$ cat config.mk
export PLATFORM = sky130hd
export DESIGN_NAME = user_io_event_gen
export DESIGN_NICKNAME = d
export VERILOG_FILES = /design/src/rtl/user_io_event_gen.sv
export SDC_FILE = /design/constraint.sdc
export NUM_CORES = 1
export LEC_CHECK = 0
export BUFFER_PORTS_ARGS = -buffer_cell sky130_fd_sc_hd__buf_2
export CAP_MARGIN = 10
export CORE_MARGIN = 1
export CORE_UTILIZATION = 32
export CTS_CLUSTER_DIAMETER = 30
export DETAILED_ROUTE_END_ITERATION = 8
export SLEW_MARGIN = 10
export SYNTH_ARGS = -nofsm -noshare
export SYNTH_HDL_FRONTEND = slang
export SYNTH_SLANG_ARGS = --single-unit
$ cat constraint.sdc
create_clock -name i_clk -period 3.8 [get_ports i_clk]
set_input_delay 0.38 -clock i_clk [delete_from_list [all_inputs] [get_ports i_clk]]
set_output_delay 0.38 -clock i_clk [all_outputs]
set_load 0.02 [all_outputs]
$ cat src/rtl/user_io_event_gen.sv
// user_io_event_gen: debounces the polled button/link-power status bits.
// Each committed level change becomes a timestamped event word.
// Events are queued in a small first-word-fall-through FIFO and
// presented to the host on a valid/ready stream.
module user_io_event_gen #(
    parameter int DEBOUNCE_CYCLES = 160_000,
    parameter int TICK_DIV        = 16_000,
    parameter int FIFO_DEPTH      = 8
) (
    input  logic                          i_clk,
    input  logic                          i_reset_n,
    input  logic [5:0]                    i_button,
    input  logic [3:0]                    i_link_pow,
    output logic [9:0]                    o_state,
    output logic                          o_evt_valid,
    input  logic                          i_evt_ready,
    output logic [23:0]                   o_evt_data,
    output logic [$clog2(FIFO_DEPTH):0]   o_fill,
    output logic                          o_overflow,
    input  logic                          i_clr_overflow
);

    localparam int CW = (DEBOUNCE_CYCLES > 1) ? $clog2(DEBOUNCE_CYCLES) : 1;
    localparam int PW = (TICK_DIV > 1) ? $clog2(TICK_DIV) : 1;
    localparam int AW = $clog2(FIFO_DEPTH);
    localparam int FW = AW + 1;

    localparam logic [CW-1:0] CNT_LAST   = CW'(DEBOUNCE_CYCLES - 1);
    localparam logic [PW-1:0] PRESC_LAST = PW'(TICK_DIV - 1);
    localparam logic [FW-1:0] FILL_FULL  = FW'(FIFO_DEPTH);

    logic [9:0]    raw;
    logic [CW-1:0] cnt [10];
    logic [9:0]    commit;
    logic [9:0]    pending;
    logic [9:0]    emit_mask;
    logic [3:0]    emit_idx;
    logic          emit_any;
    logic [23:0]   emit_word;
    logic [PW-1:0] presc;
    logic [15:0]   timestamp;
    logic [23:0]   mem [FIFO_DEPTH];
    logic [AW-1:0] wr_ptr;
    logic [AW-1:0] rd_ptr;
    logic [FW-1:0] count;
    logic          full;
    logic          pop;
    logic          push_ok;
    logic          drop;

    assign raw = {i_link_pow, i_button};

    // A bit commits on its last consecutive mismatch cycle
    always_comb begin
        commit = '0;
        for (int k = 0; k < 10; k++) begin
            commit[k] = (raw[k] != o_state[k]) && (cnt[k] == CNT_LAST);
        end
    end

    // Per-bit debounce counters and the committed status vector
    always_ff @(posedge i_clk or negedge i_reset_n) begin
        if (!i_reset_n) begin
            o_state <= '0;
            for (int k = 0; k < 10; k++) begin
                cnt[k] <= '0;
            end
        end else begin
            for (int k = 0; k < 10; k++) begin
                if (raw[k] == o_state[k]) begin
                    cnt[k] <= '0;
                end else if (commit[k]) begin
                    cnt[k]     <= '0;
                    o_state[k] <= raw[k];
                end else begin
                    cnt[k] <= cnt[k] + 1'b1;
                end
            end
        end
    end

    // Pick the lowest pending bit and build its event word
    always_comb begin
        emit_idx = '0;
        emit_any = |pending;
        for (int k = 9; k >= 0; k--) begin
            if (pending[k]) begin
                emit_idx = 4'(k);
            end
        end
        emit_mask = emit_any ? (10'b1 << emit_idx) : '0;
        emit_word = {timestamp, 3'b000, o_state[emit_idx], emit_idx};
    end

    // Pending set: the emitted bit is cleared unless it commits again this cycle
    always_ff @(posedge i_clk or negedge i_reset_n) begin
        if (!i_reset_n) begin
            pending <= '0;
        end else begin
            pending <= (pending & ~emit_mask) | commit;
        end
    end

    // Tick prescaler and free-running 16-bit timestamp
    always_ff @(posedge i_clk or negedge i_reset_n) begin
        if (!i_reset_n) begin
            presc     <= '0;
            timestamp <= '0;
        end else if (presc == PRESC_LAST) begin
            presc     <= '0;
            timestamp <= timestamp + 16'd1;
        end else begin
            presc <= presc + 1'b1;
        end
    end

    assign full    = (count == FILL_FULL);
    assign pop     = o_evt_valid & i_evt_ready;
    assign push_ok = emit_any & (!full | pop);
    assign drop    = emit_any & !push_ok;

    // Event storage; contents need no reset because count gates visibility
    always_ff @(posedge i_clk) begin
        if (push_ok) begin
            mem[wr_ptr] <= emit_word;
        end
    end

    // FIFO pointers and occupancy
    always_ff @(posedge i_clk or negedge i_reset_n) begin
        if (!i_reset_n) begin
            wr_ptr <= '0;
            rd_ptr <= '0;
            count  <= '0;
        end else begin
            if (push_ok) begin
                wr_ptr <= wr_ptr + 1'b1;
            end
            if (pop) begin
                rd_ptr <= rd_ptr + 1'b1;
            end
            case ({push_ok, pop})
                2'b10:   count <= count + 1'b1;
                2'b01:   count <= count - 1'b1;
                default: count <= count;
            endcase
        end
    end

    // Sticky overflow flag; a drop wins over a clear in the same cycle
    always_ff @(posedge i_clk or negedge i_reset_n) begin
        if (!i_reset_n) begin
            o_overflow <= 1'b0;
        end else if (drop) begin
            o_overflow <= 1'b1;
        end else if (i_clr_overflow) begin
            o_overflow <= 1'b0;
        end
    end

    assign o_evt_valid = (count != '0);
    assign o_evt_data  = o_evt_valid ? mem[rd_ptr] : '0;
    assign o_fill      = count;

endmodule
# After elaboration in Yosys (flattened, before gate mapping)
# Memories as Yosys holds them, arrays and structs flattened.
# Index checks and enable logic that the tools add are counted.
[word_totals]
mem_bits_rw = 168
ff_bits = 241
n_memories = 1
output_inout_bits = 40
elab_cells = 163
in_bits = 14
[op_classes]
reduce_logical = 26
n_bitwise = 17
n_mux = 40
add_sub_neg = 16
n_shift = 1
order_cmp = 1
eq_ne = 34
[mem_list]
columns = ["name", "depth", "word_bits", "rd", "rd_clocked_by_memory_dff", "write_ports", "line", "source"]
rows = [
  ["mem", 8, 21, 1, 0, 1, "42", "logic [23:0] mem [FIFO_DEPTH];"],
]
[ops]
columns = ["operator", "n"]
rows = [
  ["$mux 18", 20],
  ["$add 18x1->18 const B", 10],
  ["$eq 18x18->1 const B", 10],
  ["$mux 4", 10],
  ["$mux 24", 1],
  ["$reduce_and 2->1", 10],
  ["$add 16x1->16 const B", 1],
  ["$add 14x1->14 const B", 1],
  ["$eq 14x14->1 const B", 1],
  ["$mux 14", 1],
  ["$and 10x10->10", 1],
  ["$eq 1x1->1", 10],
  ["$logic_and 1x1->1", 10],
  ["$mux 10", 1],
  ["$ne 1x1->1", 10],
  ["$not 1->1", 10],
  ["$not 10->10", 1],
  ["$or 10x10->10", 1],
  ["$reduce_or 10->1", 1],
  ["$shl 1x4->10 const A", 1],
  ["$pmux 4 s2", 1],
  ["$add 3x1->3 const B", 2],
  ["$lt 4x5->1 const B", 1],
  ["$mux 1", 5],
  ["other kinds (11)", 15],
]

# Depth between registers and ports, before layout
# Gate-level depths: netlist of run 1.
[depth]
word_depth = 15
depth_mapped = 12
depth_no_buf = 12

# Worst setup path before layout of run 1
# No wires, ideal clock.
[synth_timing]
kind = "register to register"
from = "register count[0], in the netlist o_fill[0]"
to = "memory mem[0][0] in the netlist's numbering, enable pin"
setup_slack_ns = 0.761
path_stages_with_launch = 7
n_path_buf = 1
setup_ns = 0.425
period_less_slack_ns = 3.039
required_time_ns = 3.375
arrival_time_ns = 2.614
cell_sequence = "dfrtp_1 > or3_4 > or3b_1 > and2_4 > buf_6 > nand2b_1 > nor3_1"
[synth_via]
elab_chain_cells = 6
elab_cells_between_ends = 8
classes_between = "eq/ne (1); mux (2); bitwise (3); reduce/logical (2)"
[synth_lines]
columns = ["item", "line", "source"]
rows = [
  ["start, declared", "45", "logic [FW-1:0] count;"],
  ["start signal, assigned", "143", "2'b10: count <= count + 1'b1;"],
  ["start signal, assigned", "144", "2'b01: count <= count - 1'b1;"],
  ["start signal, assigned", "145", "default: count <= count;"],
  ["$eq 4x4->1 or $reduce_bool 4->1 (tied branches)", "117, 161", ""],
  ["$logic_not 1->1 or $and 1x1->1 (tied branches)", "119, 118", ""],
  ["$or 1x1->1 (*)", "119", "assign push_ok = emit_any & (!full | pop);"],
  ["$and 1x1->1 (*)", "119", ""],
  ["$mux 1 (*)", "124", "if (push_ok) begin"],
  ["$mux 1 (implied by the code) (*)", "125", "mem[wr_ptr] <= emit_word;"],
  ["end, declared", "42", ""],
]
# Every way passes the cells marked *; elsewhere a longest branch is shown, timed or not.

# Worst setup path after layout of run 1
[layout_timing]
from = "register rd_ptr[0]"
to = "output port o_evt_data[22]"
[layout_via]
elab_chain_cells = 2
[layout_lines]
columns = ["item", "line", "source"]
rows = [
  ["start, declared", "44", "logic [AW-1:0] rd_ptr;"],
  ["start signal, assigned", "140", "rd_ptr <= rd_ptr + 1'b1;"],
  ["$mem_v2 8x21", "n/a", ""],
  ["$mux 24", "162", "assign o_evt_data = o_evt_valid ? mem[rd_ptr] : '0;"],
  ["end, declared", "17", "output logic [23:0] o_evt_data,"],
]
# Every way passes these cells.

==> metrics.txt, run 1 <==
fraction of the cycle the final worst path needs between 80% and 90%; count of clock tree sinks roughly 400; net switching share of the total power between 20% and 30%; fraction of final layout cells with drive strength greater than 1 about a fifth; part of the power in the clock network between 50 and 60%; total congestion overflow 0; cell internal pwr 11.05 mW; share of flip-flops with an asynchronous set or reset after synthesis about 59%; Synth Register Bits just over 400; result of the run finished, violations left; worst setup path start rd_ptr[0]; area enclosed by the die boundary around 0.057 sq mm; critical path arrival between 2 and 3 ns; met3 Use GR roughly 3.7%; met2 global-route usage between 20% and 30%; number of iterations in the first detailed-routing pass 7; fraction of met1 tracks used by global routing 17.16%; most frequent cell after synthesis nor2_1; Post-DP Area around 0.019 sq mm; most area-consuming cells after synthesis dfrtp_1, edfxtp_1, xor2_1; Rows 86; Final Routed Wirelength ~36 mm; aggregate negative setup slack 0 ns; Post-Syn Area roughly 0.018 sq mm; count of routing violations after the opening detailed-route iteration about 560; type of origin of the critical path flop; number of inserted filler cells in the final layout 5154; Post-synth top cells nor2_1, dfrtp_1, edfxtp_1; top cell type's share of synthesized area 33.86%; net switching component of the power around 3.8 mW; Clock H-tree levels 3; Worst Max-Slew Pin Slew just under 0.8 ns; number of DRC violations after detailed routing 1; syn avg cell area 12.65 sq um; number of flops mapped to enable cells by yosys 168; net count of the finished layout between 1.5k and 2k; initial antenna violation count 2; number of pins exceeding their max-slew limit in the final report 0; TritonCTS buffer count 90; first-pass GRT wire length a little under 60 mm; Die H between 200 and 250 um; total of endpoints with negative setup slack in the final report 0; clock tree from TritonCTS built; sequential share of the synthesized area between 60% and 70%; largest net degree at the start of global routing 98; worst min-delay path class primary input to flop; power share of the sequential group 32.6%; Gate power share a little over an eighth; Detailed Place HPWL about 22 mm; Total Routing Usage GR about an eighth; fin area ~0.022 sq mm; average via count per standard cell roughly 4.7; clock slew seen by the registers of the worst setup and hold paths around 0.040 ns; number of post-CTS setup repair buffers 0; post-CTS resize count 0; unrepaired setup endpoints after global routing false; global route hottest layer met2; number of buffers added to fix hold violations after cts 8; Yosys cell types 55; Max Root-Sink Buffers 3; Root Driver clkbuf_16; area of the core 0.05509 sq mm; wire length per cell after detailed routing between 15 and 20 um; vias in the first global route roughly 12k; latest clock arrival within the worst-skew pair between 0.6 and 0.7 ns; Critical R2R Launch pending[0]; starting utilization of the core area around a third; start-to-end type of the worst setup path flop to output port; cell count after synthesis between 1k and 1.5k; Synth warnings 0; Final Wtd Congestion a little over 0.8; Main synth FF type dfrtp_1; Final Hold Violating Endpoints 0; skew final approximately 0.036 ns; required time of the worst setup path roughly 3.4 ns; Boundary Pins 54; total vias in the final route ~11k; leakage component of the power 9.205 nW; count of buffers inserted at the top-level ports 50; upper clock frequency limit 322.3 MHz; Die Width about 240 um; worst IR drop on VDD between 300 and 400 uV; startpoint of the lowest-slack hold path i_link_pow[3]; Worst Hold Slack 0.03488 ns; remaining antenna violation count after routing 0; Critical Path Sink Type output port; worst relative slew slack a little under half; critical path fanouts, max 25; violations in the final reports design-rule violations; total power density per cell area approximately 660 mW/mm^2; Area Growth Syn to Fin 25.54%; max-capacitance violation count 0; time the worst path needs with I/O delays and setup just over 3 ns; Yosys top cell by area dfrtp_1
final timing paths:
path / end / slack (ns) / depth (start not counted)
max: o_evt_data[22] / 0.70 / 5
min: o_state[9] / 0.03 / 2
max reg2reg: o_fill[3] / 0.81 / 10
min reg2reg: cnt[54] / 0.45 / 1
max in group asynchronous: cnt[99] / 2.42 / 3
min in group asynchronous: cnt[130] / 0.36 / 2
state kept, by name (all words and copies together), names as in the netlist:
register / count
o_state: 10
pending: 10
o_fill: 4
wr_ptr: 3
mem: 168
cnt: 180
presc: 14
o_overflow: 1
rd_ptr: 3
timestamp: 16
cells in the final DEF (no fill, tap or decap), drive strengths merged, types with 27 or more instances in the layout:
| cell | Yosys | routed |
|---|---|---|
| mux4 | 42 | 42 |
| inv | 25 | 34 |
| clkinv | 0 | 27 |
| dfrtp | 241 | 241 |
| nand2 | 106 | 106 |
| and3 | 51 | 51 |
| xnor2 | 71 | 71 |
| buf | 25 | 68 |
| clkbuf | 11 | 110 |
| nand3 | 58 | 58 |
| nand4 | 41 | 41 |
| xor2 | 129 | 129 |
| nor2 | 254 | 254 |
| edfxtp | 168 | 168 |
power by group through the flow:
stage / clock [mW] / sequential (mW) / combinational (mW)
after floorplan: 0 / 4.81 / 1.43
after global placement: 0 / 4.92 / 1.94
after detailed placement: 0 / 4.92 / 1.95
after CTS: 8.25 / 4.85 / 1.97
after global routing: 8.47 / 4.87 / 2.09
final: 8.09 / 4.85 / 1.92
logic make-up after synthesis:
kind of cell / after synthesis / synth area share (%)
buffers and inverters: 61 / 1.517
multiplexers: 80 / 7.559
adder cells (fa/ha/maj): 17 / 1.236
XOR/XNOR: 200 / 9.835
flip-flops: 409 / 62.18
AND/OR/NAND/NOR: 605 / 16.34
other: 1 / 0.02105
AO/OA/AOI/OAI: 35 / 1.307
layout make-up:
cell class / instances / area [sq um] / share of cell area [%]
Antenna cell: 2 / 5.005 / 0.02238
Clock buffer: 110 / 2457 / 10.99
Clock inverter: 56 / 788.3 / 3.525
Inverter: 25 / 93.84 / 0.4197
Multi-Input combinational cell: 940 / 6500 / 29.07
Sequential cell: 409 / 11080 / 49.55
Tap cell: 748 / 935.9 / 4.186
Timing Repair Buffer: 76 / 500.5 / 2.238
worst max-delay path: stages (launching register included):
cell and delay (ns):
dfrtp_2 0.81, buf_12 0.32, mux4_2 0.52, mux2i_1 0.21, nor2_1 0.06, buf_2 0.17
through the flow:
stage	util, %	power (mW)	worst slack [ns]	instances
finish	40.58	14.86	0.6975	2366
global route	40.58	15.43	0.4864	2366
CTS	40.58	15.07	0.6098	2364
detailed placement	34.54	6.877	0.8231	2190
global placement	34.54	6.856	0.9631	2190
floorplan	-	6.242	0.7607	1410
per-layer routing:
layer / part of all wire, % / vias up
met5: 0 / -
met4: 2.1 / 0
met3: 5.0 / 61
met2: 46 / 206
met1: 47 / 5563
li1: - / 5241
Power figures use the tool's default switching activity.
==> inputs of run 2 (changes only) <==
clock period = 2.89 ns   (was 3.8 ns; I/O delays follow)
==> run 2 against run 1 <==
  * The flow now finishes without violations
  * Sequential power rose by 29%
  * Clock power increased by 25%
  * Non-clock buffer count grew 20
  * Largest cell class unchanged
  * Largest power group unchanged
==> metrics.txt, run 2 (synthesis results as in run 1) <==
result of the run finished, final reports clean (was finished, violations left); leakage component of the power 9.240 nW (was 9.205 nW); net count of the finished layout 1589 (was 1573); max-capacitance violation count 0 (unchanged); net switching share of the total power 25.87% (was 25.62%); Rows 86 (unchanged); first-pass GRT wire length 59.40 mm (was 59.36 mm); wire length per cell after detailed routing 14.74 um (was 15.06 um); total power density per cell area 850.2 mW/mm^2 (was 664.7 mW/mm^2); count of clock tree sinks 409 (unchanged); vias in the first global route 11.47k (was 11.52k); worst min-delay path class primary input to async pin (was primary input to flop); clock tree from TritonCTS built (unchanged); cell internal pwr 14.11 mW (was 11.05 mW); fraction of the cycle the final worst path needs between 90% and 100%; TritonCTS buffer count 86 (was 90); Boundary Pins 54 (unchanged); unrepaired setup endpoints after global routing false (unchanged); total vias in the final route 10.96k (was 11.07k); Post-DP Area 0.01918 sq mm (was 0.01903 sq mm); area enclosed by the die boundary 0.05661 sq mm (unchanged); Area Growth Syn to Fin 25.67% (was 25.54%); Worst Max-Slew Pin Slew 0.7519 ns (was 0.7919 ns); Final Hold Violating Endpoints 0 (unchanged); latest clock arrival within the worst-skew pair 0.62 ns (was 0.63 ns); critical path fanouts, max 6 (was 25); required time of the worst setup path 3.37 ns (was 3.42 ns); register with the highest flop count cnt (unchanged); Die H 237.9 um (unchanged); commonest cells after routing, fill and taps aside nor2_1, dfrtp_1, edfxtp_1, xor2_1, nand2_1 (unchanged); time the worst path needs with I/O delays and setup 2.703 ns; diode insertion count for antenna repair 0 (was 2); Max Root-Sink Buffers 3 (unchanged); skew final 0.02577 ns (was 0.03640 ns); Gate power share 14.2% (was 13.0%); power share of the sequential group 32.8% (was 32.6%); largest net degree at the start of global routing 94 (was 98); fin area 0.02238 sq mm (was 0.02236 sq mm); top flop regs cnt: 180 flops, mem: 168 flops, timestamp: 16 flops (unchanged); net switching component of the power 4.923 mW (was 3.808 mW); Die Width 237.9 um (unchanged); worst relative slew slack 49.87% (was 47.21%); total congestion overflow 0 (unchanged); Final Wtd Congestion 0.8096 (was 0.8153); aggregate negative setup slack 0 ns (unchanged); fraction of final layout cells with drive strength greater than 1 19.25% (was 18.87%); Final Routed Wirelength 35.06 mm (was 35.63 mm); Critical R2R Launch pending[2] (was pending[0]); slack of the worst reg-to-reg path 0.19 ns (was 0.81 ns); initial antenna violation count 2 (unchanged); Worst Hold Slack 0.2983 ns (was 0.03488 ns); total power consumption of the routed design 19.03 mW (was 14.86 mW); count of buffers inserted at the top-level ports 50 (unchanged); starting utilization of the core area 32.33% (unchanged); most common cell after layout, fill and taps aside nor2_1 (unchanged); part of the power in the clock network 53.0% (was 54.4%); number of DRC violations after detailed routing 0 (was 1); start-to-end type of the worst setup path flop to flop (was flop to output port); Total Routing Usage GR 13.04% (was 13.15%); type of origin of the critical path flop (unchanged); number of inserted filler cells in the final layout 5143 (was 5154); clock slew seen by the registers of the worst setup and hold paths 0.05 ns (was 0.04 ns); total of endpoints with negative setup slack in the final report 0 (unchanged); number of flip-flops under the largest register name 180 (unchanged); remaining antenna violation count after routing 0 (unchanged); worst IR drop on VDD 588.7 uV (was 378.7 uV); worst reg2reg endpoint o_fill[3] (unchanged); Register-to-Register Path Depth 10 (unchanged); Critical Path Sink Type flop (was output port); Clock H-tree levels 3 (unchanged); Root Driver clkbuf_16 (unchanged); number of pins exceeding their max-slew limit in the final report 0 (unchanged); area of the core 0.05509 sq mm (unchanged); average via count per standard cell 4.606 (was 4.679); critical path arrival 3.18 ns (was 2.72 ns); number of iterations in the first detailed-routing pass 7 (unchanged); Detailed Place HPWL 22.54 mm (was 22.27 mm); count of routing violations after the opening detailed-route iteration 617 (was 561); upper clock frequency limit ~370 MHz
[run 2: changes by cell type in the layout (fill, tap and decap cells not counted), moves of 2 or more]
| cell | previous run | this run |
|---|---|---|
| inv_16 | 3 | 1 |
| diode_2 | 2 | 0 |
| clkinvlp_4 | 7 | 10 |
| nor3_2 | 4 | 2 |
| dlygate4sd3_1 | 8 | 13 |
| clkbuf_8 | 13 | 3 |
| inv_8 | 0 | 2 |
| buf_4 | 16 | 29 |
| clkinv_4 | 5 | 10 |
| clkbuf_16 | 90 | 86 |
| nor3_4 | 0 | 2 |
| buf_12 | 2 | 4 |
[run 2: through the flow]
step	instances	util [%]	setup slack, ns
final	2379	40.63	0.1869
after floorplan	1410	-	0.1813
after global routing	2379	40.63	0.0006446
after CTS	2379	40.62	0.08405
after global placement	2205	34.81	0.1865
after detailed placement	2205	34.81	0.1317
[run 2: cell type report]
| class | instances | area, sq um | share of cell area (%) |
|---|---|---|---|
| clock buffers | 97 | 2223 | 9.933 |
| repair buffers | 96 | 688.2 | 3.075 |
| clock inverters | 64 | 845.8 | 3.779 |
| multi-input cells | 940 | 6518 | 29.12 |
| flip-flops and latches | 409 | 11080 | 49.49 |
| well taps | 748 | 935.9 | 4.181 |
| inverters | 25 | 93.84 | 0.4193 |
[run 2: worst max-delay path by stage]
stage / startpoint / endpoint / depth (start not counted)
after global placement: pending[0] / o_fill[3] / 10
after global routing: pending[2] / o_fill[3] / 10
after floorplan: o_fill[0] / o_fill[3] / 11
after detailed placement: pending[2] / o_fill[3] / 10
after CTS: pending[2] / o_fill[3] / 10
final: pending[2] / o_fill[3] / 10
[run 2: power by group through the flow]
stage / registers (mW) / clock network, mW / logic (mW)
2_1_floorplan: 6.33 / 0 / 1.88
3_3_place_gp: 6.33 / 0 / 2.75
3_5_place_dp: 6.34 / 0 / 2.75
4_1_cts: 6.24 / 10.3 / 2.78
5_1_grt: 6.26 / 10.6 / 2.96
6_report: 6.24 / 10.1 / 2.70
[run 2: what timing repair did]
item | in CTS | in global routing
hold buffers | 13 | 0
resized for setup | 0 | 2
setup endpoints to repair | 0 | 1
buffers inserted | 0 | 0
endpoints found under the hold margin | 101 | 0
[run 2: routing by layer]
| layer | part of all wire [%] | vias up | track usage [%] | routed length (um) |
|---|---|---|---|---|
| met5 | 0 | - | 0 | 0 |
| met3 | 5.0 | 62 | 3.413 | 1754 |
| met1 | 47 | 5417 | 17.52 | 16480 |
| met4 | 2.1 | 0 | 4.516 | 731 |
| li1 | - | 5258 | - | - |
| met2 | 46 | 220 | 20.37 | 16090 |
[run 2: worst max-delay path, cell delays in order, from the launching register on]
cell	delay, ns
dfrtp_1	0.43
nor4_2	0.35
and3_4	0.30
nand3_1	0.12
inv_1	0.17
ha_1	0.26
a21o_1	0.18
a21oi_1	0.22
and2_1	0.18
nand2_1	0.06
a311o_1	0.30
==> inputs of run 3 (changes only) <==
BUFFER_PORTS_ARGS = not set   (was -buffer_cell sky130_fd_sc_hd__buf_2)
DONT_BUFFER_PORTS = 1   (was not set)
SKIP_CTS_REPAIR_TIMING = 1   (was not set)
clock period = 2.64 ns   (was 2.89 ns; I/O delays follow)
==> run 3 against run 2 <==
  * The run now ends with negative hold slack left
  * Sequential share of layout area rose by 0.35 points
  * Cell area down 0.69%
  * Via count down 1.3%
  * Total power rose by 8.1%
  * Flip-flop and latch count unchanged
  * Utilization down 0.28 points
  * First-iteration DRC count shrank 6.2%
  * Global-route usage shrank 0.18 points
  * Setup slack lost 0.12 ns
  * Combinational power barely moved
==> metrics.txt, run 3 (synthesis results as in run 1) <==
Final Wtd Congestion 0.7775 (was 0.8096); number of placed instances, taps included 2170 (was 2205); Worst Hold Slack -0.6204 ns (was 0.2983 ns); total of endpoints with negative setup slack in the final report 0 (unchanged); net switching share of the total power 25.76% (was 25.87%); most common cell after layout, fill and taps aside nor2_1 (unchanged); net count of the finished layout 1555 (was 1589); TritonCTS buffer count 82 (was 86); commonest cells after routing, fill and taps aside nor2_1, dfrtp_1, edfxtp_1, xor2_1, nand2_1 (unchanged); non-filler cells in the finished layout 2343 (was 2379); average via count per standard cell 4.614 (was 4.606); worst IR drop on VDD 609.9 uV (was 588.7 uV); Boundary Pins 54 (unchanged); initial antenna violation count 1 (was 2); Critical Path Sink Type output port (was flop); Final Routed Wirelength 34.83 mm (was 35.06 mm); start-to-end type of the worst setup path flop to output port (was flop to flop); Die Width 237.9 um (unchanged); violations in the final reports negative hold slack; net switching component of the power 5.297 mW (was 4.923 mW); count of clock tree sinks 409 (unchanged); Area Growth Syn to Fin 24.80% (was 25.67%); Rows 86 (unchanged); count of routing violations after the opening detailed-route iteration 579 (was 617); time the worst path needs with I/O delays and setup roughly 2.6 ns; required time of the worst setup path 2.38 ns (was 3.37 ns); leakage component of the power 9.092 nW (was 9.240 nW); Final Hold Violating Endpoints 241 (was 0); fraction of the cycle the final worst path needs 97.44%; Total Routing Usage GR 12.86% (was 13.04%); vias in the first global route 11.27k (was 11.47k); clock slew seen by the registers of the worst setup and hold paths 0.05 ns (about the same); area of the core 0.05509 sq mm (unchanged); Clock H-tree levels 3 (unchanged); total vias in the final route 10.81k (was 10.96k); part of the power in the clock network 53.2% (was 53.0%); largest net degree at the start of global routing 242 (was 94); starting utilization of the core area 32.33% (unchanged); latest clock arrival within the worst-skew pair 0.61 ns (was 0.62 ns); wire length per cell after detailed routing 14.86 um (was 14.74 um); slack of the worst reg-to-reg path 0.15 ns (was 0.19 ns); critical path fanouts, max 17 (was 6); total power density per cell area 925.1 mW/mm^2 (was 850.2 mW/mm^2); type of origin of the critical path flop (unchanged); count of buffers inserted at the top-level ports 0 (was 50); met2 wirelength from detailed routing 16.42 mm (was 16.09 mm); critical path arrival 2.31 ns (was 3.18 ns); number of DRC violations after detailed routing 0 (unchanged); cell internal pwr 15.27 mW (was 14.11 mW); remaining antenna violation count after routing 0 (unchanged); skew final 0.02269 ns (was 0.02577 ns); clock tree from TritonCTS built (unchanged); number of flip-flops under the largest register name 180 (unchanged); Max Root-Sink Buffers 3 (unchanged); unrepaired setup endpoints after global routing true (was false); aggregate negative setup slack 0 ns (unchanged); total congestion overflow 0 (unchanged); register with the highest flop count cnt (unchanged); Worst Max-Slew Pin Slew 0.7028 ns (was 0.7519 ns); number of iterations in the first detailed-routing pass 7 (unchanged); Root Driver clkbuf_16 (unchanged); worst relative slew slack 53.15% (was 49.87%); top flop regs cnt: 180 flops, mem: 168 flops, timestamp: 16 flops (unchanged); power share of the sequential group 33.7% (was 32.8%); number of inserted filler cells in the final layout 5192 (was 5143); max-capacitance violation count 0 (unchanged); sum of met3 wire segment lengths after detailed routing 1.778 mm (was 1.754 mm); Detailed Place HPWL 22.36 mm (was 22.54 mm); result of the run finished, violations left (was finished, final reports clean); worst min-delay path class primary input to async pin (unchanged); routed metal-1 wire length 15.91 mm (was 16.48 mm); upper clock frequency limit 388.7 MHz; first-pass GRT wire length 58.31 mm (was 59.40 mm); Die H 237.9 um (unchanged); number of pins exceeding their max-slew limit in the final report 0 (unchanged); topmost layer with routed signal wires met4 (unchanged); fraction of final layout cells with drive strength greater than 1 18.01% (was 19.25%); Gate power share 13.0% (was 14.2%); area enclosed by the die boundary 0.05661 sq mm (unchanged)
## run 3: cell types whose count changed in the layout (fill, tap and decap cells not counted), sizes merged
cell	before	now
diode	0	1
clkinv	33	18
clkbuf	97	99
inv	33	39
buf	83	53
## run 3: path summary, 6_finish.rpt
path                        startpoint             end  depth (start not counted)
setup / recovery             rd_ptr[0]  o_evt_data[22]                          4
hold / removal               i_reset_n        cnt[128]                          0
setup reg to reg             o_fill[0]       o_fill[3]                         10
hold reg to reg                cnt[54]         cnt[54]                          1
max in group asynchronous    i_reset_n       rd_ptr[0]                          0
min in group i_clk         i_evt_ready       o_fill[3]                          3
## run 3: power groups by stage
stage,registers (mW),clock network (mW),logic [mW]
6_report,6.94,10.9,2.68
5_1_grt,6.95,11.5,2.90
4_1_cts,6.95,11.2,2.61
3_5_place_dp,7.06,0,2.61
3_3_place_gp,7.06,0,2.58
2_1_floorplan,6.93,0,2.06
## run 3: metal layers
metal  global-route usage, %  up-vias
met4                   4.575        0
met2                   20.34      190
met5                       0        -
met1                   16.61     5348
met3                   3.980       59
li1                        -     5213
## run 3: critical path, cell delays in order, from the launching register on
cell and delay [ns]:
dfrtp_4 0.54, buf_12 0.23, mux4_2 0.54, mux2i_2 0.22, nor2_1 0.16
## run 3: area by class of cell
cell class / instances / area (sq um) / share of cell area, %
Clock buffer: 99 / 2196 / 9.878
Timing Repair Buffer: 66 / 569.3 / 2.561
Clock inverter: 55 / 812.0 / 3.653
Inverter: 25 / 93.84 / 0.4222
Multi-Input combinational cell: 940 / 6539 / 29.42
Sequential cell: 409 / 11080 / 49.85
Tap cell: 748 / 935.9 / 4.210
Antenna cell: 1 / 2.502 / 0.01126
## run 3: metrics by stage
step / hold slack [ns] / utilization (%) / power (mW) / worst slack (ns) / area, sq um
CTS: -0.6750 / 39.98 / 20.76 / -0.2077 / 22030
detailed placement: -0.01118 / 34.52 / 9.674 / 0.07844 / 19020
global route: -0.6718 / 40.35 / 21.39 / -0.04996 / 22230
global placement: -0.01000 / 34.52 / 9.641 / 0.1487 / 19020
floorplan: -0.03159 / - / 8.990 / 0.02785 / 17830
finish: -0.6204 / 40.35 / 20.56 / 0.06750 / 22230
